===== src/rtl/add_sub_rr_scheduler_pkg.sv =====
// Shared types and defaults for the round-robin add/subtract scheduler.
// The scheduler FSM walks IDLE -> EXEC -> RESP for every granted operation.
package add_sub_pkg;

  localparam int WIDTH_DEFAULT   = 8;
  localparam int NUM_REQ_DEFAULT = 4;

  typedef enum logic [1:0] {
    IDLE,
    EXEC,
    RESP
  } state_t;

endpackage


===== src/rtl/add_sub_rr_scheduler_if.sv =====
// Request/response bundle between the requesters and the shared add/subtract scheduler.
// Operand buses are flattened; requester i owns slice [i*WIDTH +: WIDTH].
interface add_sub_rr_scheduler_if
  import add_sub_pkg::*;
#(
  parameter int NUM_REQ = NUM_REQ_DEFAULT,
  parameter int WIDTH   = WIDTH_DEFAULT
) ();

  logic [NUM_REQ-1:0]       req_valid;
  logic [NUM_REQ-1:0]       req_ready;
  logic [NUM_REQ*WIDTH-1:0] req_a;
  logic [NUM_REQ*WIDTH-1:0] req_b;
  logic [NUM_REQ-1:0]       req_sub;
  logic [NUM_REQ-1:0]       req_acc;
  logic [NUM_REQ-1:0]       clr_acc;
  logic [NUM_REQ-1:0]       rsp_valid;
  logic [NUM_REQ-1:0]       rsp_ready;
  logic [WIDTH-1:0]         rsp_z;
  logic                     rsp_ovf;
  logic                     rsp_cout;
  logic                     busy;

  modport master (
    output req_valid, req_a, req_b, req_sub, req_acc, clr_acc, rsp_ready,
    input  req_ready, rsp_valid, rsp_z, rsp_ovf, rsp_cout, busy
  );

  modport slave (
    input  req_valid, req_a, req_b, req_sub, req_acc, clr_acc, rsp_ready,
    output req_ready, rsp_valid, rsp_z, rsp_ovf, rsp_cout, busy
  );

endinterface


===== src/rtl/add_sub_rr_scheduler_add_sub_unit.sv =====
// Combinational add/subtract datapath: M = G + (B ^ {sub}) + sub, with carry and signed overflow.
// Kept stand-alone so the board top can reuse it without the scheduler.
module add_sub_unit
  import add_sub_pkg::*;
#(
  parameter int WIDTH = WIDTH_DEFAULT
) (
  input  logic [WIDTH-1:0] g,
  input  logic [WIDTH-1:0] b,
  input  logic             sub,
  output logic [WIDTH-1:0] m,
  output logic             cout,
  output logic             ovf
);

  logic [WIDTH-1:0] h;
  logic [WIDTH:0]   sum;

  assign h   = b ^ {WIDTH{sub}};
  assign sum = {1'b0, g} + {1'b0, h} + {{WIDTH{1'b0}}, sub};
  assign m    = sum[WIDTH-1:0];
  assign cout = sum[WIDTH];
  // Operands of equal sign producing a result of the other sign is a signed overflow.
  assign ovf  = (g[WIDTH-1] & h[WIDTH-1] & ~m[WIDTH-1]) |
                (~g[WIDTH-1] & ~h[WIDTH-1] & m[WIDTH-1]);

endmodule


===== src/rtl/add_sub_rr_scheduler.sv =====
// Round-robin scheduler sharing one add/subtract unit among NUM_REQ requesters,
// each with a private accumulator for chained "Z +/- B" operations.
module add_sub_rr_scheduler
  import add_sub_pkg::*;
#(
  parameter int NUM_REQ = NUM_REQ_DEFAULT,
  parameter int WIDTH   = WIDTH_DEFAULT
) (
  input  logic                  clk,
  input  logic                  rst_n,
  add_sub_rr_scheduler_if.slave bus
);

  localparam int IDX_W = (NUM_REQ > 1) ? $clog2(NUM_REQ) : 1;

  state_t             state;
  logic [IDX_W-1:0]   rr_ptr;
  logic [IDX_W-1:0]   grant_idx;
  logic [WIDTH-1:0]   a_reg;
  logic [WIDTH-1:0]   b_reg;
  logic               sub_reg;
  logic               acc_sel_reg;
  logic [WIDTH-1:0]   acc [NUM_REQ];
  logic [NUM_REQ-1:0] rsp_valid_r;
  logic [WIDTH-1:0]   rsp_z_r;
  logic               rsp_ovf_r;
  logic               rsp_cout_r;

  logic [IDX_W-1:0]   pick;
  logic [IDX_W-1:0]   pick_next;
  logic [NUM_REQ-1:0] pick_onehot;
  logic               any_valid;
  logic [WIDTH-1:0]   g_operand;
  logic [WIDTH-1:0]   m;
  logic               cout;
  logic               ovf;

  // First requester with valid set, searching upward from ptr and wrapping at NUM_REQ.
  function automatic logic [IDX_W-1:0] rr_pick(input logic [NUM_REQ-1:0] valid,
                                               input logic [IDX_W-1:0]   ptr);
    int s;
    rr_pick = ptr;
    for (int k = NUM_REQ - 1; k >= 0; k--) begin
      s = int'(ptr) + k;
      if (s >= NUM_REQ) s = s - NUM_REQ;
      if (valid[s]) rr_pick = IDX_W'(s);
    end
  endfunction

  assign any_valid   = |bus.req_valid;
  assign pick        = rr_pick(bus.req_valid, rr_ptr);
  assign pick_next   = (pick == IDX_W'(NUM_REQ - 1)) ? '0 : pick + 1'b1;
  assign pick_onehot = NUM_REQ'(1) << pick;

  assign bus.req_ready = (rst_n && state == IDLE && any_valid) ? pick_onehot : '0;
  assign bus.rsp_valid = rsp_valid_r;
  assign bus.rsp_z     = rsp_z_r;
  assign bus.rsp_ovf   = rsp_ovf_r;
  assign bus.rsp_cout  = rsp_cout_r;
  assign bus.busy      = (state != IDLE);

  assign g_operand = acc_sel_reg ? acc[grant_idx] : a_reg;

  add_sub_unit #(.WIDTH(WIDTH)) u_alu (
    .g    (g_operand),
    .b    (b_reg),
    .sub  (sub_reg),
    .m    (m),
    .cout (cout),
    .ovf  (ovf)
  );

  always_ff @(posedge clk or negedge rst_n) begin
    if (!rst_n) begin
      state       <= IDLE;
      rr_ptr      <= '0;
      grant_idx   <= '0;
      a_reg       <= '0;
      b_reg       <= '0;
      sub_reg     <= 1'b0;
      acc_sel_reg <= 1'b0;
      rsp_valid_r <= '0;
      rsp_z_r     <= '0;
      rsp_ovf_r   <= 1'b0;
      rsp_cout_r  <= 1'b0;
      for (int i = 0; i < NUM_REQ; i++) acc[i] <= '0;
    end else begin
      case (state)
        IDLE: begin
          if (any_valid) begin
            grant_idx   <= pick;
            a_reg       <= bus.req_a[int'(pick)*WIDTH +: WIDTH];
            b_reg       <= bus.req_b[int'(pick)*WIDTH +: WIDTH];
            sub_reg     <= bus.req_sub[pick];
            acc_sel_reg <= bus.req_acc[pick];
            rr_ptr      <= pick_next;
            state       <= EXEC;
          end
        end
        EXEC: begin
          rsp_z_r        <= m;
          rsp_ovf_r      <= ovf;
          rsp_cout_r     <= cout;
          acc[grant_idx] <= m;
          rsp_valid_r    <= NUM_REQ'(1) << grant_idx;
          state          <= RESP;
        end
        RESP: begin
          if (bus.rsp_ready[grant_idx]) begin
            rsp_valid_r <= '0;
            state       <= IDLE;
          end
        end
        default: state <= IDLE;
      endcase
      // Placed last so a clear beats the EXEC write-back to the same accumulator.
      for (int i = 0; i < NUM_REQ; i++) begin
        if (bus.clr_acc[i]) acc[i] <= '0;
      end
    end
  end

endmodule


===== src/flat_wrapper.sv =====
// flat-port wrapper written by rule: the top's interface ports become plain ports
module add_sub_rr_scheduler_flat import add_sub_pkg::*;
#(
  parameter int NUM_REQ = NUM_REQ_DEFAULT,
  parameter int WIDTH   = WIDTH_DEFAULT
)
  (clk, rst_n, bus_req_valid, bus_req_a, bus_req_b, bus_req_sub, bus_req_acc, bus_clr_acc, bus_rsp_ready, bus_req_ready, bus_rsp_valid, bus_rsp_z, bus_rsp_ovf, bus_rsp_cout, bus_busy);
  add_sub_rr_scheduler_if #(.NUM_REQ(NUM_REQ), .WIDTH(WIDTH)) bus_i ();
  input  logic clk;
  input  logic rst_n;
  input wire logic [$bits(bus_i.req_valid)-1:0] bus_req_valid;
  input wire logic [$bits(bus_i.req_a)-1:0] bus_req_a;
  input wire logic [$bits(bus_i.req_b)-1:0] bus_req_b;
  input wire logic [$bits(bus_i.req_sub)-1:0] bus_req_sub;
  input wire logic [$bits(bus_i.req_acc)-1:0] bus_req_acc;
  input wire logic [$bits(bus_i.clr_acc)-1:0] bus_clr_acc;
  input wire logic [$bits(bus_i.rsp_ready)-1:0] bus_rsp_ready;
  output wire logic [$bits(bus_i.req_ready)-1:0] bus_req_ready;
  output wire logic [$bits(bus_i.rsp_valid)-1:0] bus_rsp_valid;
  output wire logic [$bits(bus_i.rsp_z)-1:0] bus_rsp_z;
  output wire logic [$bits(bus_i.rsp_ovf)-1:0] bus_rsp_ovf;
  output wire logic [$bits(bus_i.rsp_cout)-1:0] bus_rsp_cout;
  output wire logic [$bits(bus_i.busy)-1:0] bus_busy;
  assign bus_i.req_valid = bus_req_valid;
  assign bus_i.req_a = bus_req_a;
  assign bus_i.req_b = bus_req_b;
  assign bus_i.req_sub = bus_req_sub;
  assign bus_i.req_acc = bus_req_acc;
  assign bus_i.clr_acc = bus_clr_acc;
  assign bus_i.rsp_ready = bus_rsp_ready;
  assign bus_req_ready = bus_i.req_ready;
  assign bus_rsp_valid = bus_i.rsp_valid;
  assign bus_rsp_z = bus_i.rsp_z;
  assign bus_rsp_ovf = bus_i.rsp_ovf;
  assign bus_rsp_cout = bus_i.rsp_cout;
  assign bus_busy = bus_i.busy;
  add_sub_rr_scheduler #(.NUM_REQ(NUM_REQ), .WIDTH(WIDTH)) u_core (.clk(clk), .rst_n(rst_n), .bus(bus_i));
endmodule

===== config.mk =====
export PLATFORM = sky130hd
export DESIGN_NAME = add_sub_rr_scheduler_flat
export DESIGN_NICKNAME = d
export VERILOG_FILES = /design/src/rtl/add_sub_rr_scheduler_pkg.sv /design/src/rtl/add_sub_rr_scheduler_if.sv /design/src/rtl/add_sub_rr_scheduler_add_sub_unit.sv /design/src/rtl/add_sub_rr_scheduler.sv /design/src/flat_wrapper.sv
export SDC_FILE = /design/constraint.sdc
export NUM_CORES = 1
export LEC_CHECK = 0
export ABC_AREA = 1
export BUFFER_PORTS_ARGS = -buffer_cell sky130_fd_sc_hd__buf_2
export CAP_MARGIN = 10
export CORE_AREA = 3 3 93 95
export DETAILED_ROUTE_END_ITERATION = 8
export DIE_AREA = 0 0 96 98
export PLACE_DENSITY = 0.8
export SYNTH_ARGS = -nofsm -noshare
export SYNTH_HDL_FRONTEND = slang
export SYNTH_HIERARCHICAL = 1
export SYNTH_SLANG_ARGS = --single-unit

===== constraint.sdc =====
create_clock -name clk -period 7.61 [get_ports clk]
set_input_delay 1.522 -clock clk [delete_from_list [all_inputs] [get_ports clk]]
set_output_delay 1.522 -clock clk [all_outputs]
set_load 0.02 [all_outputs]

==> key figures <==
Outcome
  • Outcome: completed

Floorplanning
  • Core area: 7807 sq um
  • Die Wd: 96 um
  • DIE AREA: 9408 sq um
  • Row count: 32
  • # IOs: 105
  • Die Height: 98 um
  • Initial Util: 0.5521

Cells and area
  • Share of post-route cells with drive strength above 1: 0.2286
  • Ant diodes: 0
  • Area growth syn-to-layout: 16.86%
  • Most frequent cells in the layout: 163 x nand2_1, 123 x nand3_1, 104 x buf_2, 70 x dfrtp_1, 39 x o21ai_0
  • Max FFs per register: 32
  • Commonest non-fill, non-tap cell in the layout: nand2_1
  • Final #Nets: 756
  • Most flops, register: u_core/acc

CTS
  • Clk slew on worst S/H paths: 0.08 ns
  • Post-CTS sizing: 0
  • Clock tree buffer depth: 2
  • CTS root buf: clkbuf_8
  • H-Tree Level Count: 3
  • CTS Sinks: 70
  • Worst skew pair latency: 0.35 ns
  • CTS Hold Bufs: 0
  • Post-CTS Setup Repair Bufs: 0
  • Total CTS buffers: 9
  • TritonCTS clock tree: built

Global route
  • Global route overflow: 0
  • Largest net degree at the start of global routing: 72
  • Vias in the first global route: 4119
  • Overall routing resource usage: 0.2563
  • First-pass GRT wire length: 19.15 mm
  • Initial antenna violation count: 0

Detailed routing
  • Residual DRC: 0
  • Final WL: 11.69 mm
  • Vias/cell: 5.669
  • Drt first-iter violations: 316
  • DR WL/cell: 15.24 um
  • Via count: 4348
  • DRT Pass-1 Iters: 5
  • Post-route antenna net violation count: 0

STA
  • Worst Max-Slew Pin Slew: 0.8565 ns
  • Tcrit/Tclk final: 0.6677
  • TNS Setup: 0 ns
  • Slew HR: 0.4290
  • WHS: 0.4816 ns
  • Fmax: 0.1968 GHz
  • Layout Skew: 0.006553 ns
  • Crit path time final: 5.081 ns
  • Final setup vio count: 0
  • RSZ-0062 raised after global routing: no
  • Fin. max-slew vios: 0
  • Hold Violations, Final: 0

Critical path
  • Critical path's top delay family: simple AND/OR/NAND/NOR gates
  • Worst endpoint data arrival time: 3.56 ns
  • CP max-delay cell: nand2_4
  • Slowest Stage Delay on Critical Path: 0.48 ns
  • Crit path max fanout: 41
  • Buffers plus inverters on the worst setup path: 5
  • CP required: 6.09 ns
  • CP Launch Type: input port
  • CP Capture Type: output pin
  • CP Cell Sequence: buf_2 -> inv_1 -> nand2_1 -> nand3_1 -> nand2_1 -> inv_1 -> nand2_1 -> nand2_2 -> nand3_4 -> nand2_4 -> ha_1 -> inv_1 -> nor2_1 -> buf_2
  • Kind of critical path: input port to output pin

Yosys
  • Main area contributors after synthesis: dfrtp_1 41%, nand3_1 14%, nand2_1 14%, o21ai_0 4.5%, inv_1 3.1%
  • Post-synth top area share: 0.4064
  • Avg Inst Size Synth: 7.575 sq um
  • Register bit total from synthesis: 70
  • Syn_nets: 665
  • Cells after Synth: 569
  • Ys Warns: 6
  • Ys async rst share: 1.000
  • Most used DFF post-synth: dfrtp_1
  • Post-synth EDFFs: 0
  • Count of cell types in the netlist: 38
  • Area of the mapped netlist: 4310 sq um
  • Sequential area share after synthesis: 0.4064
  • Most area-hungry cell type in the Yosys netlist: dfrtp_1

Power
  • VDD IR-drop max: 0.0003522 V
  • Power per cell area: 556.0 nW/um^2
  • Leakage: 0.002629 uW
  • Final Power: 2801 uW

Placed design
  • HPWL after DPL: 8.761 mm
  • Placer congestion estimate: 0.9882
  • # port buffers: 104

Hold path
  • HP Class: flip-flop to flip-flop

Flow run
  • Max cap viols: 0
Yosys cell counts, types with 4 or more instances:
| cell type | number |
|---|---|
| ha_1 | 9 |
| o22ai_1 | 6 |
| nand2_4 | 8 |
| a22oi_1 | 5 |
| dfrtp_1 | 70 |
| nor2_1 | 16 |
| nand3_1 | 123 |
| a21oi_1 | 10 |
| o21ai_0 | 39 |
| clkbuf_1 | 11 |
| nand2_1 | 163 |
| inv_1 | 36 |
| xnor2_1 | 4 |
| xor2_1 | 9 |
| nand2_2 | 5 |
| buf_2 | 7 |
| buf_6 | 6 |
| clkinv_1 | 4 |
| a221oi_1 | 6 |
stage by stage:
stage	area [sq um]	utilization	setup slack [ns]	instances
after floorplan	4310	-	3.237	569
after global placement	4815	0.6167	2.736	751
after detailed placement	4815	0.6167	2.571	751
after CTS	5037	0.6452	2.577	767
after global routing	5037	0.6452	2.307	767
final	5037	0.6452	2.529	767
metal layers:
layer | part of all wire | track usage | vias to the layer above
met5 | 0 | 0 | -
met4 | 0.029 | 0.09847 | 0
met3 | 0.073 | 0.03005 | 35
met2 | 0.47 | 0.4079 | 230
met1 | 0.42 | 0.3548 | 2000
li1 | - | - | 2083
area by class of cell:
class,count,area (sq um)
fill,673,2770
sequential,70,1752
tap,102,127.6
timing repair buffer,107,543.0
multi-input combinational,428,2222
clock buffer,10,137.6
clock inverter,6,85.08
inverter,44,170.2
worst paths after layout:
check                               startpoint                  to  slack, ns  depth (start not counted)
max                           bus_req_valid[1]    bus_req_ready[3]       2.53                         14
min                         u_core/bus.rsp_ovf  u_core/bus.rsp_ovf       0.48                          2
max reg2reg                u_core/grant_idx[1]      u_core/acc[14]       4.31                         13
min reg2reg                 u_core/bus.rsp_ovf  u_core/bus.rsp_ovf       0.48                          2
max in group asynchronous                rst_n      u_core/acc[21]       5.68                          2
min in group asynchronous                rst_n       u_core/acc[7]       1.37                          2
cells by family (layout without fill, tap and decap cells):
family	Yosys count	in the layout	share of synthesized area
XOR/XNOR	13	13	0.02642
buffers and inverters	71	167	0.07808
AND/OR/NAND/NOR	327	327	0.3512
AO/OA/AOI/OAI	78	78	0.1071
flip-flops	70	70	0.4064
adder cells (fa/ha/maj)	10	10	0.03077
power by group:
| group | leakage [uW] | switching, uW | internal, uW |
|---|---|---|---|
| combinational | 0.00161 | 1210 | 613 |
| sequential | 0.000914 | 117 | 526 |
| clock | 0.000108 | 138 | 192 |
tightest hold or removal path, stage by stage (launching register included):
cell and delay, ns:
dfrtp_1 0.35, nand2_1 0.06, nand2_1 0.05
Note: power is estimated with default switching activity, not from simulation.
